## src/rtl/step_sequencer.sv

```systemverilog
// Stepper coil sequencer: times each step from a ramped period, walks an 8-entry phase
// table in half- or full-step mode, and stops cleanly at a step boundary.
module step_sequencer #(
    parameter logic [23:0] START_PERIOD = 24'h16e360,
    parameter logic [23:0] RAMP_STEP    = 24'h00c350,
    parameter logic [23:0] MIN_PERIOD   = 24'd2,
    parameter logic        HOLD_EN      = 1'b1
) (
    input  logic        clk,
    input  logic        rst,
    input  logic        enable,
    input  logic        direction,
    input  logic        stepSizeKey,
    input  logic [23:0] maxCount,
    output logic [3:0]  coils,
    output logic        stepPulse,
    output logic        busy,
    output logic [23:0] curPeriod,
    output logic        dbg_state_o
);

    typedef enum logic { ST_IDLE = 1'b0, ST_RUN = 1'b1 } state_t;

    state_t      state_q, state_d;
    logic [2:0]  phase_q, phase_d;
    logic [23:0] cnt_q, cnt_d;
    logic [23:0] period_q, period_d;
    logic [3:0]  coils_q, coils_d;
    logic        pulse_q, pulse_d;

    logic [23:0] tgt;
    logic [23:0] start_period;
    logic [23:0] ramp_period;
    logic        boundary;
    logic [2:0]  phase_inc;
    logic [2:0]  phase_next;

    function automatic logic [3:0] phase_pattern(input logic [2:0] idx);
        logic [3:0] pat;
        case (idx)
            3'd0:    pat = 4'b1000;
            3'd1:    pat = 4'b1100;
            3'd2:    pat = 4'b0100;
            3'd3:    pat = 4'b0110;
            3'd4:    pat = 4'b0010;
            3'd5:    pat = 4'b0011;
            3'd6:    pat = 4'b0001;
            default: pat = 4'b1001;
        endcase
        return pat;
    endfunction

    assign tgt          = (maxCount < MIN_PERIOD) ? MIN_PERIOD : maxCount;
    assign start_period = (tgt > START_PERIOD) ? tgt : START_PERIOD;
    assign boundary     = (state_q == ST_RUN) && (cnt_q == period_q - 24'd1);

    // Full-step from an odd (two-coil) index skips the single-coil state in between;
    // from an even index a single move realigns onto a two-coil state.
    assign phase_inc  = (stepSizeKey && phase_q[0]) ? 3'd2 : 3'd1;
    assign phase_next = direction ? phase_q + phase_inc : phase_q - phase_inc;

    // Acceleration is rate limited; deceleration takes effect at once.
    always_comb begin
        ramp_period = tgt;
        if (tgt < period_q) begin
            ramp_period = ((period_q - tgt) > RAMP_STEP) ? (period_q - RAMP_STEP) : tgt;
        end
    end

    always_ff @(posedge clk or posedge rst) begin
        if (rst) begin
            state_q <= ST_IDLE;
        end else begin
            state_q <= state_d;
        end
    end

    always_comb begin
        state_d = state_q;
        case (state_q)
            ST_IDLE: if (enable) state_d = ST_RUN;
            ST_RUN:  if (boundary && !enable) state_d = ST_IDLE;
            default: state_d = ST_IDLE;
        endcase
    end

    always_comb begin
        cnt_d    = cnt_q;
        phase_d  = phase_q;
        period_d = period_q;
        coils_d  = coils_q;
        pulse_d  = 1'b0;
        if (state_q == ST_IDLE) begin
            cnt_d = 24'd0;
            if (enable) period_d = start_period;
        end else if (boundary) begin
            cnt_d = 24'd0;
            if (enable) begin
                pulse_d  = 1'b1;
                phase_d  = phase_next;
                coils_d  = phase_pattern(phase_next);
                period_d = ramp_period;
            end
        end else begin
            cnt_d = cnt_q + 24'd1;
        end
    end

    always_ff @(posedge clk or posedge rst) begin
        if (rst) begin
            cnt_q    <= 24'd0;
            phase_q  <= 3'd0;
            period_q <= START_PERIOD;
            coils_q  <= 4'b0000;
            pulse_q  <= 1'b0;
        end else begin
            cnt_q    <= cnt_d;
            phase_q  <= phase_d;
            period_q <= period_d;
            coils_q  <= coils_d;
            pulse_q  <= pulse_d;
        end
    end

    always_comb begin
        busy        = (state_q == ST_RUN);
        coils       = (state_q == ST_IDLE && !HOLD_EN) ? 4'b0000 : coils_q;
        stepPulse   = pulse_q;
        curPeriod   = period_q;
        dbg_state_o = (state_q == ST_RUN);
    end

endmodule

```

## config.mk

```make
export PLATFORM = sky130hd
export DESIGN_NAME = step_sequencer
export DESIGN_NICKNAME = d
export VERILOG_FILES = /design/src/rtl/step_sequencer.sv
export SDC_FILE = /design/constraint.sdc
export NUM_CORES = 1
export LEC_CHECK = 0
export ABC_AREA = 1
export ABC_CLOCK_PERIOD_IN_PS = 4170
export CORE_MARGIN = 10
export CORE_UTILIZATION = 50
export CTS_CLUSTER_DIAMETER = 100
export CTS_CLUSTER_SIZE = 28
export DETAILED_ROUTE_END_ITERATION = 10
export DONT_BUFFER_PORTS = 1
export HOLD_SLACK_MARGIN = 0.02
export PLACE_DENSITY_LB_ADDON = 0.1
export SETUP_SLACK_MARGIN = 0.05
export SLEW_MARGIN = 10
export SYNTH_ARGS = -nofsm -noshare
export SYNTH_HDL_FRONTEND = slang
export SYNTH_SLANG_ARGS = --single-unit
```

## constraint.sdc

```tcl
create_clock -name clk -period 4.17 [get_ports clk]
set_input_delay 0.6255 -clock clk [delete_from_list [all_inputs] [get_ports clk]]
set_output_delay 0.6255 -clock clk [all_outputs]
set_load 0.005 [all_outputs]
```

## Yosys cells after proc, flatten, opt, wreduce, memory -nomap -nowiden

Cells that the tools add are included.

- Bits of input ports: 29
- Output and inout bits: 31
- Logic and storage cells: 52
- Register bits after elaboration: 57

- Add/subtract/negate cells: 6
- Mux-type cells: 18
- Bitwise gates (word level): 1
- Order comparisons: 4
- Eq/ne operators: 9
- Reductions and logical operators: 8

Operator list:

| cell | number |
|---|---|
| 2-to-1 mux 24 bit | 10 |
| one-hot mux 4 bit (7 select lines) | 1 |
| adder 24 x 1 -> 24 bit (second input constant) | 1 |
| equality test 24 bit | 1 |
| > comparator 24 x 16 -> 1 bit (second input constant) | 1 |
| > comparator 24 x 21 -> 1 bit (second input constant) | 1 |
| < comparator 24 x 2 -> 1 bit (second input constant) | 1 |
| < comparator 24 bit | 1 |
| subtractor 24 x 1 -> 24 bit (second input constant) | 1 |
| subtractor 24 x 16 -> 24 bit (second input constant) | 1 |
| subtractor 24 bit | 1 |
| equality test 3 bit (second input constant) | 3 |
| equality test 3 x 2 -> 1 bit (second input constant) | 2 |
| AND reduction 3 bit | 2 |
| 2-to-1 mux 1 bit | 4 |
| adder 3 x 2 -> 3 bit | 1 |
| equality test 3 x 1 -> 1 bit (second input constant) | 1 |
| logical AND 1 bit | 3 |
| zero test 3 bit | 1 |
| 2-to-1 mux 3 bit | 1 |
| subtractor 3 x 2 -> 3 bit | 1 |
| 2-to-1 mux 2 bit | 1 |
| inequality test 2 x 1 -> 1 bit (second input constant) | 1 |
| inequality test 2 bit (second input constant) | 1 |
| 4 further kinds | 4 |

## Longest topological paths before layout

- Depth after elaboration: 9
- Gate-level depth with buffers: 30

## Worst setup path after synthesis

Ideal clock, no wire load.

- Kind: input -> register
- Start point: input port maxCount[16]
- End point: register period_q[3], in the netlist curPeriod[3]
- Stages on the path: 28
- Required time: 4.050 ns
- Setup slack: 0.832 ns
- Buffers on the path: 0
- Data arrival time: 3.218 ns
- Cells stage by stage: inv_1 -> nand2_1 -> nor3_1 -> nand2_1 -> nor3_1 -> nand3_1 -> nand2_1 -> inv_1 -> ha_1 -> fa_1 -> inv_1 -> nand3_1 -> nand2_1 -> nand2_1 -> nand2_1 -> nand2_1 -> nand2_1 -> nand2_1 -> nand2_1 -> nand2_1 -> nor2_1 -> nand3_1 -> nor2_1 -> nand3_1 -> nand3_1 -> nand2_2 -> nand2_1 -> nand2_1

- Cells in the longest elaborated chain, start to end: 9
- Elaborated cells on any way between the ends: 13
- Classes of those cells: add/sub: 1; order compare: 4; mux: 8

Ends and longest elaborated chain:

| what | RTL line | source |
|---|---|---|
| from (decl) | 14 | `input logic [23:0] maxCount,` |
| < comparator 24 x 2 -> 1 bit | 53 | `assign tgt = (maxCount < MIN_PERIOD) ? MIN_PERIOD : maxCount;` |
| 2-to-1 mux 24 bit * | 53 |  |
| subtractor 24 bit | 66 | `ramp_period = ((period_q - tgt) > RAMP_STEP) ? (period_q - RAMP_STEP) : tgt;` |
| > comparator 24 x 16 -> 1 bit | 66 |  |
| 2-to-1 mux 24 bit | 66 |  |
| 2-to-1 mux 24 bit | 65 | `if (tgt < period_q) begin` |
| 2-to-1 mux 24 bit | 98 | `if (enable) begin` |
| 2-to-1 mux 24 bit | 96 | `end else if (boundary) begin` |
| 2-to-1 mux 24 bit * | 93 | `if (state_q == ST_IDLE) begin` |
| to (signal assigned) | 119 | `period_q <= period_d;` |
| to (decl) | 27 | `logic [23:0] period_q, period_d;` |

Every way passes the cells marked *; elsewhere a longest branch is shown, timed or not. The select of a mux whose other input is x is not followed.
A chain may end at the register's enable or synchronous reset.

## Worst setup path after layout

- Start point: input port maxCount[16]
- End point: register period_q[17], in the netlist curPeriod[17]

Same word-level chain as after synthesis.

==> results by group <==
Status
  – Run status: finished, final reports clean

Place
  – Placer Congestion: 0.869
  – Port Buf Inserts: 0
  – Post-DP Area: around 0.0066 sq mm
  – Half-perimeter wire length of the detailed placement result: 14.7 mm
  – Cell count after placement: 1,218

Global routing
  – Grt total ovfl: 0
  – Overall routing resource usage: 20.2%
  – Number of antenna violations at the first check in global routing: 0
  – Wire length of the first global-routing pass: 29.8 mm
  – Vias in the first global route: ~6,100
  – Maximum number of pins on one net before global-route repair: 58

Synth
  – Post-synth design cell area: between 0.006 and 0.007 sq mm
  – Compound-gate portion of the synthesized area: 7.49%
  – Yosys warning total: 0
  – Cell accounting for the most synthesized area: sky130_fd_sc_hd__nand2_1
  – Count of flip-flops with a built-in enable after synthesis: 0
  – Cell variety after synth: between 40 and 50
  – Sequential element share of the synthesized area: ~22%
  – Main flop type after synthesis: sky130_fd_sc_hd__dfrtp_1
  – Xor/xnor cell area share of the yosys netlist: 9.81%
  – Library cell with the highest instance count after synthesis: sky130_fd_sc_hd__nand2_1
  – Syn nets: 1,122
  – Ranking of synthesized cells by area: sky130_fd_sc_hd__nand2_1 (18%), sky130_fd_sc_hd__dfrtp_1 (18%), sky130_fd_sc_hd__inv_1 (8.9%)
  – Largest family of logic cells by synthesized area: simple AND/OR/NAND/NOR gates
  – Proportion of register bits with asynchronous set or reset after synthesis: 100%
  – Adder-cell share of the synthesized area: a little over 6%
  – Number of instances in the synthesized netlist: 1,062
  – Top cells by count, synth: sky130_fd_sc_hd__nand2_1 (315), sky130_fd_sc_hd__inv_1 (153), sky130_fd_sc_hd__nor2_1 (134), sky130_fd_sc_hd__nand3_1 (95), sky130_fd_sc_hd__dfrtp_1 (47)
  – Average footprint of a synthesized cell: roughly 6 sq um
  – Post-synth top area share: between 10% and 20%
  – Mux cell area share after synthesis: 0%
  – Flip-flop and latch count after synthesis: 57
  – Synthesized-area fraction occupied by and/or/nand/nor cells: between 40% and 50%

Detailed routing
  – Residual DRC: 0
  – Detail-routed via count per cell: 5.17
  – Total number of vias: 6,382
  – Total length of routed met2 wires: 9.17 mm
  – Aggregate routed wire length: between 15 and 20 mm
  – Routed wire length on met3: approximately 630 um
  – Length of the first detailed-routing pass in iterations: 4
  – Count of routing violations after the opening detailed-route iteration: 356
  – Highest metal layer with signal wires: met4
  – Routed length on met1: about 7.9 mm
  – Final ANT Viol Nets: 0
  – Post-DR wirelength/cell: 14.7 um

Clock network
  – Clock buffer depth: 2
  – Clock H-tree levels: 3
  – Number of setup buffers added after CTS: 0
  – # resized after CTS: 0
  – Number of hold-repair buffers added at the cts stage: 0
  – Clock Pin Slew Worst Setup and Hold Paths: around 0.05 ns
  – CTS tree: done
  – Clk Latency, worst-skew pair: 0.33 ns
  – Clk Tree Root Cell: sky130_fd_sc_hd__clkbuf_16
  – Cts bufs inserted: 9
  – Clock sink total: between 50 and 60

Cells and area
  – Post-layout util: 54.6%
  – Post-Layout Inst Area: 0.00692 sq mm
  – Final instance count without filler cells: around 1,200
  – Layout cell share with drive strength beyond 1: 7.44%
  – Signed area change from the synthesized netlist to the final layout: 6.74%
  – Net total in the final layout: about 1,100
  – Antenna diode instance count: 0

Run
  – Maxcap violations: 0

Power
  – Static leakage: 3.77 nW
  – Switching share of total power: between 20% and 30%
  – Highest ir drop seen on vdd: 0.000202 V
  – Power Density: 207 mW/mm^2
  – P_sw: between 0.0003 and 0.0004 W
  – Portion of total power attributed to combinational logic: 10.4%
  – Internal Dissipation: roughly 0.0011 W
  – Clk pwr share: 50.9%
  – Share of power burned in registers: around two fifths

STA
  – Final critical-path share of the clock period: 90.5%
  – Setup Total Neg Slack: 0 ns
  – RSZ-0062 raised after global routing: no
  – Transition time at the pin with the least slew margin: 0.736 ns
  – Max-slew violations: 0
  – Slew margin rel.: between 50 and 60%
  – Setup-failing EPs final: 0
  – Number of failing hold endpoints at the final stage: 0
  – Time the worst path needs with I/O delays and setup: between 3 and 4 ns
  – Maximum clock skew at final layout: roughly 0.0053 ns
  – Peak Freq: 265 MHz

Setup path
  – Crit path arrival time: 4.04 ns
  – Critical Path Start Type: input pin
  – Crit path max-delay cell type: sky130_fd_sc_hd__fa_1
  – Sort of element at the end of the critical path: flop
  – Data required, critical path: around 4.4 ns
  – CP max stage delay: 0.44 ns
  – Startpoint-to-endpoint class of the critical path: input pin to flop
  – Largest driver fanout on the critical path: 16
  – Cell occurring most often along the worst timing path: sky130_fd_sc_hd__nand2_1

Die
  – Overall die area: 0.0179 sq mm
  – Initial standard-cell utilization of the core: 51.2%
  – Vert. Die Dim: 134 um
  – Die Wd: ~130 um
  – Core Box Area: 0.0127 sq mm
  – FP Rows: 41
  – Number of I/O pins: 60

Worst hold path
  – Worst min path class: input pin to asynchronous set/reset pin
-- worst paths after layout --
| kind | startpoint | cells past startpoint | end | slack (ns) |
|---|---|---|---|---|
| worst min-delay path | rst | 2 | coils[1] | 0.39 |
| worst max register to register | curPeriod[1] | 16 | curPeriod[0] | 0.79 |
| worst max-delay path | maxCount[16] | 29 | curPeriod[17] | 0.40 |
| max in group asynchronous | rst | 2 | curPeriod[7] | 3.30 |
| worst min register to register | phase_q[1] | 2 | phase_q[1] | 0.49 |
| min in group clk | enable | 2 | busy | 0.39 |
-- critical path: cells and delay by family --
kind                       cells  cell delay [ns]
adders and majority gates      2             0.65
and+or+nand+nor               24             2.55
buffers and inverters          3             0.23
-- kinds of logic after synthesis --
group	Yosys count
AOI/OAI and AO/OA	85
adders and majority gates	31
buffers and inverters	186
DFF	57
xor gates and xnor gates	71
and+or+nand+nor	632
-- metrics by stage --
| stage | hold WS, ns | worst slack [ns] | power (W) |
|---|---|---|---|
| after floorplan | 0.455 | 0.832 | 0.000675 |
| after global routing | 0.413 | 0.0989 | 0.00149 |
| final | 0.386 | 0.397 | 0.00143 |
| after CTS | 0.387 | 0.434 | 0.00145 |
| after global placement | 0.466 | 0.207 | 0.000711 |
| after detailed placement | 0.475 | 0.0874 | 0.000711 |
-- metal layers --
metal / global-route usage (%) / up-vias
met3: 2.61 / 32
met1: 23.6 / 2870
met4: 7.32 / 0
li1: - / 3352
met2: 36.8 / 128
met5: 0 / -
-- cell usage in the layout (no fill, tap or decap), drive strengths merged, types with 3 or more instances in the layout --
cell | Yosys | routed
a21o | 3 | 3
a21oi | 39 | 39
buf | 20 | 10
clkbuf | 6 | 11
clkinv | 2 | 4
dfrtp | 47 | 47
dfstp | 10 | 10
ha | 29 | 29
inv | 158 | 158
nand2 | 321 | 321
nand3 | 100 | 100
nand4 | 24 | 24
nor2 | 148 | 148
nor3 | 26 | 26
nor3b | 3 | 3
nor4 | 5 | 5
o21ai | 32 | 32
o21bai | 3 | 3
or2 | 3 | 3
xnor2 | 25 | 25
xor2 | 45 | 45
-- flip-flops by register name, indices dropped and copies added (netlist names) --
register	count
coils	4
phase_q	3
stepPulse	1
curPeriod	24
cnt_q	24
busy	1
-- final cells by class --
type | count | area (sq um)
Inverter | 160 | 602
Fill cell | 1337 | 5750
Timing Repair Buffer | 10 | 75.1
Tap cell | 172 | 215
Multi-Input combinational cell | 819 | 4290
Clock inverter | 5 | 55.1
Clock buffer | 11 | 243
Sequential cell | 57 | 1440
-- power groups by stage --
stage / Combinational, W / Sequential [W] / Clock [W]
5_1_grt: 0.000170 / 0.000554 / 0.000762
6_report: 0.000148 / 0.000554 / 0.000730
2_1_floorplan: 0.000111 / 0.000563 / 0
3_5_place_dp: 0.000148 / 0.000563 / 0
3_3_place_gp: 0.000147 / 0.000563 / 0
4_1_cts: 0.000148 / 0.000554 / 0.000744
Power figures use the tool's default switching activity.
